===== config.mk =====
export PLATFORM = sky130hd
export DESIGN_NAME = array_shift_engine_flat
export DESIGN_NICKNAME = d
export VERILOG_FILES = /design/src/rtl/zero_array_pkg.sv /design/src/rtl/array_shift_engine_if.sv /design/src/rtl/array_store.sv /design/src/rtl/array_shift_engine.sv /design/src/flat_wrapper.sv
export SDC_FILE = /design/constraint.sdc
export NUM_CORES = 1
export LEC_CHECK = 0
export ABC_CLOCK_PERIOD_IN_PS = 4300
export CAP_MARGIN = 10
export CORE_MARGIN = 4
export CORE_UTILIZATION = 41
export DETAILED_ROUTE_END_ITERATION = 10
export MAX_ROUTING_LAYER = met4
export SKIP_LAST_GASP = 1
export SYNTH_ARGS = -nofsm -noshare
export SYNTH_HDL_FRONTEND = slang
export SYNTH_SLANG_ARGS = --single-unit

===== constraint.sdc =====
create_clock -name clock -period 4.3 [get_ports clock]
set_input_delay 1.075 -clock clock [delete_from_list [all_inputs] [get_ports clock]]
set_output_delay 1.075 -clock clock [all_outputs]
set_load 0.01 [all_outputs]

===== src/rtl/zero_array_pkg.sv =====
// Shared types for the array shift engine: request opcodes and engine FSM states.
package zero_array_pkg;

  localparam int DefaultMemoryElementWidth = 12;

  typedef enum logic [2:0] {
    OP_WRITE      = 3'd0,
    OP_READ       = 3'd1,
    OP_SIZE       = 3'd2,
    OP_RESIZE     = 3'd3,
    OP_SHIFT_UP   = 3'd4,
    OP_SHIFT_DOWN = 3'd5
  } array_op_t;

  typedef enum logic [1:0] {
    S_IDLE,
    S_UP_MOVE,
    S_DOWN_MOVE,
    S_DONE
  } eng_state_t;

endpackage


===== src/rtl/array_shift_engine_if.sv =====
// Request/response port bundle of the array shift engine.
interface array_shift_engine_if #(
  parameter int W       = 12,
  parameter int NArea   = 8,
  parameter int NArrays = 4,
  parameter int AW      = (NArrays > 1) ? $clog2(NArrays) : 1,
  parameter int IW      = $clog2(NArea + 1)
);
  logic          req_valid;
  logic          req_ready;
  logic [2:0]    req_op;
  logic [AW-1:0] req_array;
  logic [IW-1:0] req_index;
  logic [W-1:0]  req_data;
  logic          resp_valid;
  logic [W-1:0]  resp_data;
  logic [IW-1:0] resp_size;
  logic          resp_error;

  modport master (
    output req_valid, req_op, req_array, req_index, req_data,
    input  req_ready, resp_valid, resp_data, resp_size, resp_error
  );

  modport slave (
    input  req_valid, req_op, req_array, req_index, req_data,
    output req_ready, resp_valid, resp_data, resp_size, resp_error
  );
endinterface


===== src/rtl/array_store.sv =====
// Flat element store: one combinational read port, one synchronous write port, async clear.
module array_store #(
  parameter int W     = 12,
  parameter int Depth = 32,
  parameter int ADW   = 5
) (
  input  logic           clock,
  input  logic           reset,
  input  logic [ADW-1:0] raddr,
  output logic [W-1:0]   rdata,
  input  logic           we,
  input  logic [ADW-1:0] waddr,
  input  logic [W-1:0]   wdata
);
  logic [W-1:0] mem [Depth];

  assign rdata = mem[raddr];

  always_ff @(posedge clock or negedge reset) begin
    if (!reset) begin
      for (int i = 0; i < Depth; i++) mem[i] <= '0;
    end else if (we) begin
      mem[waddr] <= wdata;
    end
  end
endmodule


===== src/rtl/array_shift_engine.sv =====
// Array shift engine: NArrays arrays of up to NArea elements in one flat store;
// insert/remove move one element per clock (one read + one write per cycle).
module array_shift_engine
  import zero_array_pkg::*;
#(
  parameter int MemoryElementWidth = DefaultMemoryElementWidth,
  parameter int NArea              = 8,
  parameter int NArrays            = 4
) (
  input logic           clock,
  input logic           reset,
  array_shift_engine_if.slave bus
);
  localparam int W     = MemoryElementWidth;
  localparam int AW    = (NArrays > 1) ? $clog2(NArrays) : 1;
  localparam int IW    = $clog2(NArea + 1);
  localparam int Depth = NArrays * NArea;
  localparam int ADW   = (Depth > 1) ? $clog2(Depth) : 1;

  eng_state_t state_q, state_d;
  logic ready_q, err_q;
  logic [2:0] op_q;
  logic [AW-1:0] arr_q;
  logic [IW-1:0] idx_q, cur_q;
  logic [W-1:0] data_q, hold_q;
  logic [NArrays-1:0][IW-1:0] len_q;
  logic resp_valid_q, resp_error_q;
  logic [W-1:0] resp_data_q;
  logic [IW-1:0] resp_size_q;

  logic accept, arr_ok, op_ok, req_ok, arr_q_ok, we;
  logic [IW-1:0] cur_len, len_sel, len_new;
  logic [ADW-1:0] raddr, waddr;
  logic [W-1:0] rdata, wdata;

  function automatic logic [ADW-1:0] flat(input int a, input int i);
    return ADW'(a * NArea + i);
  endfunction

  array_store #(.W(W), .Depth(Depth), .ADW(ADW)) u_store (
    .clock(clock), .reset(reset), .raddr(raddr), .rdata(rdata),
    .we(we), .waddr(waddr), .wdata(wdata)
  );

  assign bus.req_ready  = ready_q;
  assign bus.resp_valid = resp_valid_q;
  assign bus.resp_data  = resp_data_q;
  assign bus.resp_size  = resp_size_q;
  assign bus.resp_error = resp_error_q;

  // Request validation against the current length of the addressed array.
  always_comb begin
    accept  = bus.req_valid && ready_q;
    arr_ok  = int'(bus.req_array) < NArrays;
    cur_len = arr_ok ? len_q[bus.req_array] : '0;
    case (bus.req_op)
      OP_WRITE, OP_READ: op_ok = int'(bus.req_index) < NArea;
      OP_SIZE:           op_ok = 1'b1;
      OP_RESIZE:         op_ok = int'(bus.req_index) <= NArea;
      OP_SHIFT_UP:       op_ok = (bus.req_index <= cur_len) && (int'(cur_len) < NArea);
      OP_SHIFT_DOWN:     op_ok = bus.req_index < cur_len;
      default:           op_ok = 1'b0;
    endcase
    req_ok = arr_ok && op_ok;
  end

  assign arr_q_ok = int'(arr_q) < NArrays;
  assign len_sel  = arr_q_ok ? len_q[arr_q] : '0;

  always_comb begin
    len_new = len_sel;
    case (op_q)
      OP_WRITE:      if (idx_q >= len_sel) len_new = idx_q + IW'(1);
      OP_RESIZE:     len_new = idx_q;
      OP_SHIFT_UP:   len_new = len_sel + IW'(1);
      OP_SHIFT_DOWN: len_new = len_sel - IW'(1);
      default: ;
    endcase
  end

  // Idle reads the element a SHIFT_DOWN removes; move states read the neighbour being copied.
  always_comb begin
    case (state_q)
      S_UP_MOVE:   raddr = flat(int'(arr_q), int'(cur_q) - 1);
      S_DOWN_MOVE: raddr = flat(int'(arr_q), int'(cur_q) + 1);
      S_DONE:      raddr = flat(int'(arr_q), int'(idx_q));
      default:     raddr = flat(int'(bus.req_array), int'(bus.req_index));
    endcase
  end

  always_comb begin
    we    = 1'b0;
    waddr = flat(int'(arr_q), int'(cur_q));
    wdata = rdata;
    case (state_q)
      S_UP_MOVE, S_DOWN_MOVE: we = 1'b1;
      S_DONE: if (!err_q) begin
        case (op_q)
          OP_WRITE, OP_SHIFT_UP: begin
            we    = 1'b1;
            waddr = flat(int'(arr_q), int'(idx_q));
            wdata = data_q;
          end
          OP_SHIFT_DOWN: begin
            we    = 1'b1;
            waddr = flat(int'(arr_q), int'(len_sel) - 1);
            wdata = '0;
          end
          default: ;
        endcase
      end
      default: ;
    endcase
  end

  always_comb begin
    state_d = state_q;
    case (state_q)
      S_IDLE: if (accept) begin
        if (!req_ok)
          state_d = S_DONE;
        else if (bus.req_op == OP_SHIFT_UP && bus.req_index != cur_len)
          state_d = S_UP_MOVE;
        else if (bus.req_op == OP_SHIFT_DOWN && int'(bus.req_index) + 1 < int'(cur_len))
          state_d = S_DOWN_MOVE;
        else
          state_d = S_DONE;
      end
      S_UP_MOVE:   if (int'(cur_q) - 1 == int'(idx_q)) state_d = S_DONE;
      S_DOWN_MOVE: if (int'(cur_q) + 2 >= int'(len_sel)) state_d = S_DONE;
      S_DONE:      state_d = S_IDLE;
      default:     state_d = S_IDLE;
    endcase
  end

  always_ff @(posedge clock or negedge reset) begin
    if (!reset) begin
      state_q <= S_IDLE;
      ready_q <= 1'b0;
    end else begin
      state_q <= state_d;
      ready_q <= (state_d == S_IDLE);
    end
  end

  always_ff @(posedge clock or negedge reset) begin
    if (!reset) begin
      op_q <= '0; arr_q <= '0; idx_q <= '0; cur_q <= '0;
      data_q <= '0; hold_q <= '0; err_q <= 1'b0; len_q <= '0;
      resp_valid_q <= 1'b0; resp_error_q <= 1'b0;
      resp_data_q <= '0; resp_size_q <= '0;
    end else begin
      resp_valid_q <= 1'b0;
      resp_error_q <= 1'b0;
      resp_data_q  <= '0;
      resp_size_q  <= '0;
      case (state_q)
        S_IDLE: if (accept) begin
          op_q   <= bus.req_op;
          arr_q  <= bus.req_array;
          idx_q  <= bus.req_index;
          data_q <= bus.req_data;
          err_q  <= !req_ok;
          hold_q <= rdata;
          cur_q  <= (bus.req_op == OP_SHIFT_UP) ? cur_len : bus.req_index;
        end
        S_UP_MOVE:   cur_q <= cur_q - IW'(1);
        S_DOWN_MOVE: cur_q <= cur_q + IW'(1);
        S_DONE: begin
          resp_valid_q <= 1'b1;
          if (err_q) begin
            resp_error_q <= 1'b1;
            resp_size_q  <= len_sel;
          end else begin
            len_q[arr_q] <= len_new;
            resp_size_q  <= len_new;
            if (op_q == OP_READ)           resp_data_q <= rdata;
            else if (op_q == OP_SHIFT_DOWN) resp_data_q <= hold_q;
          end
        end
        default: ;
      endcase
    end
  end
endmodule


===== src/flat_wrapper.sv =====
// flat-port wrapper written by rule: the top's interface ports become plain ports
module array_shift_engine_flat import zero_array_pkg::*;
#(
  parameter int MemoryElementWidth = DefaultMemoryElementWidth,
  parameter int NArea              = 8,
  parameter int NArrays            = 4
)
  (clock, reset, bus_req_valid, bus_req_op, bus_req_array, bus_req_index, bus_req_data, bus_req_ready, bus_resp_valid, bus_resp_data, bus_resp_size, bus_resp_error);
  array_shift_engine_if #(.W((12)), .NArea(NArea), .NArrays(NArrays)) bus_i ();
  input logic clock;
  input logic reset;
  input wire logic [$bits(bus_i.req_valid)-1:0] bus_req_valid;
  input wire logic [$bits(bus_i.req_op)-1:0] bus_req_op;
  input wire logic [$bits(bus_i.req_array)-1:0] bus_req_array;
  input wire logic [$bits(bus_i.req_index)-1:0] bus_req_index;
  input wire logic [$bits(bus_i.req_data)-1:0] bus_req_data;
  output wire logic [$bits(bus_i.req_ready)-1:0] bus_req_ready;
  output wire logic [$bits(bus_i.resp_valid)-1:0] bus_resp_valid;
  output wire logic [$bits(bus_i.resp_data)-1:0] bus_resp_data;
  output wire logic [$bits(bus_i.resp_size)-1:0] bus_resp_size;
  output wire logic [$bits(bus_i.resp_error)-1:0] bus_resp_error;
  assign bus_i.req_valid = bus_req_valid;
  assign bus_i.req_op = bus_req_op;
  assign bus_i.req_array = bus_req_array;
  assign bus_i.req_index = bus_req_index;
  assign bus_i.req_data = bus_req_data;
  assign bus_req_ready = bus_i.req_ready;
  assign bus_resp_valid = bus_i.resp_valid;
  assign bus_resp_data = bus_i.resp_data;
  assign bus_resp_size = bus_i.resp_size;
  assign bus_resp_error = bus_i.resp_error;
  array_shift_engine #(.MemoryElementWidth(MemoryElementWidth), .NArea(NArea), .NArrays(NArrays)) u_core (.clock(clock), .reset(reset), .bus(bus_i));
endmodule

==> After elaboration in Yosys (flattened, before gate mapping) <==
Cells that the tools add are included.
{ "classes": {"addsub": 16, "n_mul": 0, "div": 0, "magnitude_cmp": 14, "eq_ne": 15, "shifts": 0, "muxes": 45, "bitwise": 3, "reduce_logical": 19} }
{ "op_table": {"columns": ["operator", "n"], "rows": [
  ["$bwmux 384", 1],
  ["$mux 12", 9],
  ["$bmux 12 s5", 1],
  ["$demux 12 s5", 1],
  ["$ge 32x5->1", 1],
  ["$lt 32x5->1", 1],
  ["$mux 4", 8],
  ["$pmux 12 s2", 1],
  ["$bmux 4 s2", 2],
  ["$bwmux 16", 1],
  ["$pmux 4 s4", 1],
  ["$add 5x4->5", 3],
  ["$add 5x5->5", 3],
  ["$pmux 5 s3", 1],
  ["$add 4x1->4 const B", 3],
  ["$eq 3x3->1 const B", 4],
  ["$ge 6x6->1 const B", 2],
  ["$not 5->6", 2],
  ["$pmux 4 s3", 1],
  ["$add 4x1->5 const B", 2],
  ["$mux 2", 5],
  ["$mux 5", 2],
  ["$pmux 5 s2", 1],
  ["$sub 4x1->5 const B", 2],
  ["other kinds (31)", 54]
]} }
{ "totals": {"register_bits": 459, "latchBits": 0, "ramBits": 0, "rom_bits": 0, "input_bits": 24, "out_inout_bits": 19, "word_cells": 161, "memories": 0} }

==> Depth between registers and ports, before layout <==
Gate-level depths: netlist of run 1.
{ "depth": {"depth_word": 13, "mapped_depth": 18, "mapped_depth_nobuf": 14} }

==> Cells and area by module <==
From an unflattened synthesis of run 1, not the netlist that was laid out.
{ "hier_totals": {"cells_unflattened": 1781, "hier_area_um2": 22811.9} }
{ "by_module_without_submodules": {"columns": ["mod", "instances", "cells_each", "area_each_um2", "seq_area_each_um2"], "rows": [
  ["array_store", 1, 1311, 17967.2, 9609.2],
  ["array_shift_engine", 1, 470, 4844.6, 1876.8]
]} }

==> Worst setup path before layout of run 1 <==
OpenSTA, ideal clock, no wires.
{ "synth_timing": {"path_type": "register to register", "startpoint": "register u_core.arr_q[0]", "endpoint": "register u_core.u_store.mem[26] (netlist name)", "setup_ns": 0.133, "arrival_time_ns": 3.793, "required_time_ns": 4.167, "setup_slack_ns": 0.374, "stages_incl_launch_ff": 15, "path_buffers": 3, "period_less_slack_ns": 3.926, "cell_sequence": "dfrtp_1 -> buf_4 -> mux2_2 -> o21ai_0 -> inv_1 -> ha_1 -> a21o_1 -> a21oi_1 -> xor2_1 -> mux2i_1 -> a21o_2 -> buf_4 -> nor3_1 -> clkbuf_1 -> a21oi_1"} }
{ "synth_via": {"elab_chain_len": 13, "word_cells_on_any_way": 26, "cone_classes": "6 x add/sub; 2 x order compare; 15 x mux; 2 x bitwise; 1 x reduce/logical"} }
{ "synth_lines": {"columns": ["element", "line_no", "text"], "rows": [
  ["start, declared", "array_shift_engine.sv:23", "logic [AW-1:0] arr_q;"],
  ["start signal, assigned", "array_shift_engine.sv:160", "arr_q <= bus.req_array;"],
  ["$bmux 4 s2", "array_shift_engine.sv:68", "assign len_sel = arr_q_ok ? len_q[arr_q] : '0;"],
  ["$mux 4 (implied by the code)", "array_shift_engine.sv:68", null],
  ["$sub 4x1->5", "array_shift_engine.sv:106", "waddr = flat(int'(arr_q), int'(len_sel) - 1);"],
  ["$add 5x5->5", "array_shift_engine.sv:37", "return ADW'(a * NArea + i);"],
  ["$pmux 5 s2", "array_shift_engine.sv:98", "case (op_q)"],
  ["$mux 5", "array_shift_engine.sv:97", "S_DONE: if (!err_q) begin"],
  ["$mux 5", "array_shift_engine.sv:95", "case (state_q)"],
  ["$not 5->6 (implied by the code)", "array_store.sv:23", "mem[waddr] <= wdata;"],
  ["$ge 6x6->1 (implied by the code) or $lt 6x1->1 (tied branches)", "array_store.sv:23", null],
  ["$logic_and 1x1->1 (implied by the code)", "array_store.sv:23", null],
  ["$mux 12 (implied by the code)", "array_store.sv:23", null],
  ["$demux 12 s5", "array_store.sv:23", null],
  ["$bwmux 384 *", "array_store.sv:23", null],
  ["end signal, assigned by index", "array_store.sv:23", null],
  ["end, declared", "array_store.sv:15", "logic [W-1:0] mem [Depth];"]
]} }
Every way passes the cells marked *; elsewhere a longest branch is shown, timed or not. The select of a mux whose other input is x is not followed.
A chain may end at the register's enable or synchronous reset.

==> Final worst setup path of run 1 <==
{ "layout_timing": {"startpoint": "register u_core.cur_q[0]", "endpoint": "register u_core.resp_data_q[1] (netlist: u_core.bus.resp_data[1])"} }
{ "layout_via": {"elab_chain_len": 10, "word_cells_on_any_way": 12, "cone_classes": "4 x add/sub; 7 x mux; 1 x bitwise"} }
{ "layout_lines": {"columns": ["element", "line_no", "text"], "rows": [
  ["start, declared", "array_shift_engine.sv:24", "logic [IW-1:0] idx_q, cur_q;"],
  ["start signal, assigned", "array_shift_engine.sv:165", "cur_q <= (bus.req_op == OP_SHIFT_UP) ? cur_len : bus.req_index;"],
  ["start signal, assigned", "array_shift_engine.sv:167", "S_UP_MOVE: cur_q <= cur_q - IW'(1);"],
  ["start signal, assigned", "array_shift_engine.sv:168", "S_DOWN_MOVE: cur_q <= cur_q + IW'(1);"],
  ["$add 4x1->5 or $sub 4x1->5 (tied branches)", "array_shift_engine.sv:85, array_shift_engine.sv:84", null],
  ["$add 5x5->5", "array_shift_engine.sv:37", null],
  ["$pmux 5 s3 *", "array_shift_engine.sv:83", "case (state_q)"],
  ["$not 5->6 (implied by the code) *", "array_store.sv:17", "assign rdata = mem[raddr];"],
  ["$bmux 12 s5 *", "array_store.sv:17", null],
  ["$mux 12 (implied by the code) * (2 in a row)", "array_store.sv:17", null],
  ["$mux 12 *", "array_shift_engine.sv:177", "if (op_q == OP_READ) resp_data_q <= rdata;"],
  ["$mux 12 *", "array_shift_engine.sv:171", "if (err_q) begin"],
  ["$mux 12 *", "array_shift_engine.sv:157", "case (state_q)"],
  ["end signal, assigned", "array_shift_engine.sv:177", null],
  ["end signal, assigned", "array_shift_engine.sv:178", "else if (op_q == OP_SHIFT_DOWN) resp_data_q <= hold_q;"],
  ["end, declared", "array_shift_engine.sv:28", "logic [W-1:0] resp_data_q;"]
]} }
Marks and branches as above.

==> results of run 1 <==
[registers in the layout, indices dropped and copies added, names as in the netlist]
signal	count
u_core.bus.resp_valid	1
u_core.hold_q	12
u_core.data_q	12
u_core.arr_q	2
u_core.idx_q	4
u_core.bus.resp_data	12
u_core.bus.resp_error	1
u_core.cur_q	4
u_core.bus.resp_size	4
u_core.err_q	1
u_core.len_q	16
u_core.bus.req_ready	1
u_core.op_q	3
u_core.u_store.mem	384
u_core.state_q	2
[worst max-delay path by stage]
| stage | start | to | slack, ns | cells after the start |
|---|---|---|---|---|
| after floorplan | u_core.arr_q[0] | u_core.u_store.mem[26] | 0.37 | 14 |
| after global placement | bus_req_index[0] | u_core.bus.resp_data[1] | -0.08 | 12 |
| after detailed placement | bus_req_index[0] | u_core.bus.resp_data[1] | -0.12 | 12 |
| after CTS | u_core.arr_q[0] | u_core.u_store.mem[208] | 0.1 | 14 |
| after global routing | u_core.arr_q[0] | u_core.u_store.mem[17] | 0.05 | 13 |
| final | u_core.cur_q[0] | u_core.bus.resp_data[1] | 0.20 | 13 |
[placed cells by master (no fill, tap or decap), types with 14 or more instances in the layout]
cell type,synthesis,layout
a21oi_1,444,444
and2_1,14,14
nand3_1,17,17
a211oi_1,24,24
buf_12,0,35
a22oi_1,27,26
clkbuf_16,0,52
nor2_1,367,367
nor3_2,26,30
buf_4,12,172
inv_1,75,75
ha_1,41,41
a221oi_1,21,21
mux2_2,19,19
o22ai_1,15,15
o21ai_0,73,73
nor3_1,62,58
dfrtp_1,459,459
nand2_1,133,133
mux4_2,50,50
mux2i_1,86,86
clkdlybuf4s50_1,0,41
[critical path, delay by kind of cell, from the launching register on]
family,cells,cell delay [ns]
DFF,1,0.59
AOI/OAI and AO/OA,5,1.40
and+or+nand+nor,1,0.28
buffers and inverters,5,1.09
muxes,1,0.21
adders and majority gates,1,0.39
[through the flow]
step	area (sq um)	instances
global placement	25500	3144
finish	27300	3238
CTS	27300	3237
floorplan	23100	2329
global route	27300	3237
detailed placement	25500	3144
[final cells by class]
class,instances,area (sq um),share of cell area
flip-flops and latches,459,11500,0.420
clock inverters,20,297,0.0108
repair buffers,249,2420,0.0884
diodes,1,2.50,0.0000915
multi-input cells,1612,10400,0.381
clock buffers,73,1500,0.0549
well taps,748,936,0.0342
inverters,76,285,0.0104
[logic make-up (layout without fill, tap and decap cells)]
group | Yosys count | after routing
mux | 155 | 155
compound gates | 706 | 706
flops | 459 | 459
xor+xnor | 23 | 23
simple gates | 684 | 684
fa+ha+maj | 44 | 44
buf+inv | 258 | 418
other cells | 0 | 1
[metal layers]
| layer | track usage | up-vias | wire length [microns] |
|---|---|---|---|
| met1 | 0.322 | 9068 | 30600 |
| met3 | 0.0386 | 107 | 4500 |
| met4 | 0.0766 | 0 | 2080 |
| met5 | - | - | 0 |
| li1 | - | 8428 | - |
| met2 | 0.372 | 592 | 32400 |
==> impl_summary.md, run 1 <==
Floorplanning
The starting density of the core is 0.417. The vertical extent of the die is 246 microns. The area of the placeable core is 55500 sq um. The area enclosed by the die boundary is 60300 sq um.

The number of top-level design ports is 43. The initialized floorplan defines 86 standard-cell rows. From left edge to right edge, the die measures roughly 250 microns.

Worst setup path
The reg-to-reg critical path endpoint is u_core.bus.resp_data[1]. The kind of end point of the critical path is a flip-flop. The slowest stage of the critical path belongs to the cell a211oi_1.

Measured in cells, the most critical reg-to-reg path has a length of 13. STA classifies the critical path startpoint as a flip-flop. The reg2reg setup slack is 0.20 ns. The critical path goes through inv_1 > ha_1 > mux2i_1 > a22oi_2 > buf_12 > buf_4 > nand2_1 > a211oi_1 > o21ai_0 > buf_4 > o31ai_1 > o21ai_0 > buf_4. The critical path's most frequent cell is buf_4.

The required time of the worst setup path is 4.81 ns. The worst setup path is of the reg2reg kind. The largest driver fanout on the critical path is 28. In this design, the stage delay of the slowest critical-path cell is between 0.6 and 0.7 ns. The arrival time reported for the critical path endpoint is ~4.6 ns.

The startpoint identified for the worst register-to-register timing path is u_core.cur_q[0].

Clocking
The CTS sink count is 459. In this run, CTS created clock tree buffers numbering 51. The worst-case clock buffer depth is 3.

The tree is rooted in a clkbuf_16. Hold repair after CTS inserted 0 buffers. The level count of the clock H-tree is 2. TritonCTS built the clock tree. The worst-skew pair later-pin latency is between 0.6 and 0.7 ns. The clock edge transition at the registers on the reported setup and hold paths is 0.06 ns.

Post-CTS timing repair inserted 0 buffers for setup. The number of gates given a new drive strength after cts is 0.

Placed design
The routability congestion estimate from global placement is 0.922. The minimum setup slack after placement is -0.120 ns. In this run the tool buffered the top-level ports with 42 buffer cells. The HPWL reported at the end of detailed placement is 48200 microns.

STA
The final critical-path required period is slightly above 4 ns. After routing, the total negative slack on setup checks comes to 0 ns. At the pin with the least slew margin, the transition time is 1.36 ns. The period utilization is 0.954. The final number of hold-violating endpoints came to 0. Headroom to the max-slew limit came out at 0.0897. Setup repair after global routing left no endpoint under its margin.

The final hold slack is 0.471 ns. For the final database, setup skew stands at roughly 0.027 ns. The count of final setup violators is 0. The final count of pins violating max slew is 0.

The post-layout worst setup margin is 0.199 ns. The timing-limited maximum frequency is 244 MHz.

Logic synthesis
Of the total synthesized cell area, the portion taken by full adders, half adders and majority gates is 0.0248. The flop and latch count out of synthesis is 459. The number of cells produced by synthesis is 2329. Summing every instance area after synthesis gives 23100 sq um. Yosys mapped a number of flops with a built-in enable equal to 0. The most numerous cell in the Yosys netlist is dfrtp_1. Counting distinct cell types in the post-synthesis netlist gives 69. By count the netlist is led by dfrtp_1 (459), a21oi_1 (444), nor2_1 (367).

The xor/xnor share of the synthesized area is 0.00870. The area share of and/or/nand/nor cells after synthesis is 0.140. The fraction of the mapped netlist area in compound gates is 0.179. The synthesized area divided by synthesized cell count is 9.94 sq um. The library cell occupying the most area in the post-synthesis netlist is dfrtp_1.

The combinational family with the most area after synthesis is compound AO/OA/AOI/OAI gates. The async set-or-reset flop fraction in the synthesized netlist is 1.00. Of the synthesized area, sequential elements account for 0.496. The share of cell area taken by muxes after synthesis is 0.0951. Ranked by total cell area, the synthesized netlist is headed by dfrtp_1 (50%), a21oi_1 (9.6%), nor2_1 (6.0%). The share of synthesized area in the top cell type comes to 0.496. Yosys printed 0 warnings. The post-synthesis net count is between 2000 and 2500. In the synthesized netlist the dominant register cell turns out to be dfrtp_1.

Min path
The min-delay analysis places its worst path in the category in2async.

Detailed routing
After detailed routing, the average wire length per cell comes to around 21 microns. The routed layout has 18200 vias. The count of routing violations after the opening detailed-route iteration is roughly 1500. The vias per cell is 5.62. The post-detailed-route DRC marker count is 0.

Once detail routing completed, the nets flagged for antenna violations numbered 0. The first-pass iteration count of the detailed router is 5. The sum of routed wire length over all layers is 69500 microns.

Global routing
The number of antenna violations at the first check in global routing is 0. For this run the aggregate overflow at the end of global routing stands at 0. In the global route stage, overall resource usage came out at 0.239. The number of global-route vias before repair came to 18000. The wire length of the first global-routing pass is 109000 microns. The maximum number of pins on one net before global-route repair is ~110.

Flow run
The number of maximum-capacitance constraint violations is 0.

Cells and area
The post-route core utilization is 0.492. The count of fill cells added during filler insertion is 5088. The proportion of layout cells with a drive suffix above 1 is 0.178.

From synthesis to final layout, the design area changed by 18.1%. At the end of the flow, the number of nets in the layout was 2517.

Run status
The flow ran to the end, and the final reports show no timing, DRC or antenna violations.
Power of run 1 is not shown: default switching activity piles up to over one toggle a cycle in this logic, so the estimate is an artifact.
==> inputs of run 2 (changes only) <==
--- a/config.mk
+++ b/config.mk
@@ -5,7 +5,7 @@
 export SDC_FILE = /design/constraint.sdc
 export NUM_CORES = 1
 export LEC_CHECK = 0
-export ABC_CLOCK_PERIOD_IN_PS = 4300
+export ABC_CLOCK_PERIOD_IN_PS = 5100
 export CAP_MARGIN = 10
 export CORE_MARGIN = 4
 export CORE_UTILIZATION = 41
==> constraint.sdc (replaced) <==
create_clock -name clock -period 5.1 [get_ports clock]
set_input_delay 1.275 -clock clock [delete_from_list [all_inputs] [get_ports clock]]
set_output_delay 1.275 -clock clock [all_outputs]
set_load 0.01 [all_outputs]
==> impl_summary.md, run 2 (same netlist as run 1, synthesis figures left out) <==
Clocking
The clock buffer count from CTS is 52. The root cell of the clock tree is clkbuf_16. The worst-skew pair later-pin latency is 0.62 ns. After clock tree synthesis, the setup repair step added 0 buffers.

Clock tree synthesis found a total of about 460 sinks. The clock tree from TritonCTS is done. The cts-stage hold buffer count is 0.

The number of gates given a new drive strength after cts is 0. The worst-case clock buffer depth is 3. The level count of the clock H-tree is 2.

Clock-pin slew was measured on the worst setup and hold paths at 0.07 ns.

Floorplanning
The region available for standard cell placement spans 55500 sq um. For this configuration, the core starts out at a cell density of 0.417. The vertical extent of the die is between 200 and 250 microns.

The floorplan has 86 rows. The area enclosed by the die boundary is 60300 sq um. The number of top-level design ports is 43. The die extent in x is 246 microns.

STA
The count of final setup violators is 0. The final count of pins violating max slew is 0. The worst-case headroom to the max-slew limit is 0.336. Across the routed clock network, the largest skew measured is 0.0206 ns. Across all hold checks on the routed design, the worst slack comes to 0.484 ns.

Setup repair after global routing left no endpoint under its margin. The final number of hold-violating endpoints is 0. The period utilization is 0.945. Static timing analysis puts the maximum clock frequency at 208 MHz. Setup total negative slack on the finished layout was measured at 0 ns.

For the pin with the worst max-slew slack, the measured transition is 0.997 ns. The final critical-path required period is 4.82 ns.

Detailed routing
After detailed routing, the met3 layer carries 5000 microns of wire. After detailed routing, the wire length on met1 is ~31000 microns. The first-pass iteration count of the detailed router is 5. The number of antenna-violating nets in the routed design is 0. Using the TritonRoute via totals, the vias-per-cell ratio works out to about 5.7. Dividing the detail-routed wire length by the instance count gives 22.2 microns. After the first detailed-routing iteration, the DRC count stood at 1531. For this block, the routed nets add up to ~70000 microns of wire. The detailed-routed wire length on met2 is 31300 microns.

The highest metal layer carrying signal wires in the routed design is met4. In the routed design, unresolved DRC markers number 0. The total via count after detailed routing is 18000.

Placed design
Once detailed placement completed, the half-perimeter wirelength came to between 40000 and 50000 microns. The number of buffers inserted by port buffering is 42. The routability congestion estimate from global placement is 0.932.

Run status
The flow ran to the end, and the final reports show no timing, DRC or antenna violations.

Worst setup path
At the worst endpoint, the required time is roughly 5.6 ns. STA classifies the critical path startpoint as a flip-flop. The worst setup path is captured at a flip-flop. The largest driver fanout on the critical path is 24. Data arrives at the worst endpoint at 5.28 ns. The type of the setup path with the least slack is reg2reg. The depth of the worst register-to-register path is 12.

Cells and area
The diode insertion count for antenna repair is 0. In the layout the commonest cells are dfrtp_1 (459), a21oi_1 (444), nor2_1 (367). The synthesis-to-layout area growth is 14.0%.

The area of combinational cells with multiple inputs is 10400 sq um. The count of nets after finishing is approximately 2400. The largest registers in the layout are u_core.u_store.mem: 384 flops, u_core.len_q: 16 flops.

The proportion of layout cells with a drive suffix above 1 is 0.150. The register with the most flip-flops in the final layout is u_core.u_store.mem. Summing all flip-flop and latch instances after layout gives 11500 sq um. The flip-flop count of the largest register, all copies and words added is roughly 380. The layout has 5112 filler cells. The most common cell after layout, fill and taps aside is dfrtp_1.

Global routing
The number of global-route vias before repair is 17700. The maximum number of pins on one net before global-route repair is 116. The number of antenna violations at the first check in global routing is 0.

The total routing usage reported by global routing is 0.237. After global routing the overflow that remains totals 0. The wire length of the first global-routing pass is 108000 microns.

Min path
The number of cells on the worst hold path is 2. The path type of the worst min-delay path is reg2reg.

Flow run
Max-cap violations in this run came to 0.
-- run 2: cell types whose count changed in the layout (fill, tap and decap cells not counted), sizes merged --
cell      change
inv           +1
clkbuf        -3
bufinv        -3
clkinvlp      +2
buf          -87
clkinv        +3
diode         -1
-- run 2: path summary, 6_finish.rpt --
path	from	endpoint	slack (ns)
min in group asynchronous	reset	u_core.len_q[4]	0.74
worst min register to register	u_core.data_q[10]	u_core.data_q[10]	0.48
worst min-delay path	u_core.data_q[10]	u_core.data_q[10]	0.48
worst max-delay path	u_core.arr_q[0]	u_core.u_store.mem[337]	0.28
worst max register to register	u_core.arr_q[0]	u_core.u_store.mem[337]	0.28
max in group asynchronous	reset	u_core.u_store.mem[40]	3.19
-- run 2: cell type report --
cell class              instances  area share
flip-flops and latches        459       0.435
multi-input cells            1612       0.395
repair buffers                162      0.0593
clock buffers                  70      0.0557
well taps                     748      0.0355
inverters                      76      0.0108
clock inverters                23     0.00915
-- run 2: through the flow --
stage | setup WS (ns) | area (sq um) | std cells | utilization
finish | 0.283 | 26400 | 3150 | 0.475
global route | 0.0369 | 26400 | 3150 | 0.475
CTS | 0.208 | 26400 | 3150 | 0.475
detailed placement | 0.222 | 24700 | 3057 | 0.445
global placement | 0.247 | 24700 | 3057 | 0.445
floorplan | 1.17 | 23100 | 2329 | -
-- run 2: layer usage --
layer | track usage | up-vias
li1 | - | 8259
met1 | 0.331 | 8945
met2 | 0.354 | 623
met3 | 0.0390 | 150
met4 | 0.0841 | 0
met5 | - | -
-- run 2: critical path, cell delays in order, from the launching register on --
cell and delay (ns):
dfrtp_1 0.72, mux2_2 0.40, o21ai_0 0.57, inv_1 0.27, fa_1 0.47, xor2_1 0.19, a2bb2oi_1 0.16, nor2_1 0.08
a21oi_1 0.19, nand2_1 0.25, or3_1 0.80, nor3_1 0.48, a21oi_1 0.07
Power of run 2 is left out for the same reason.
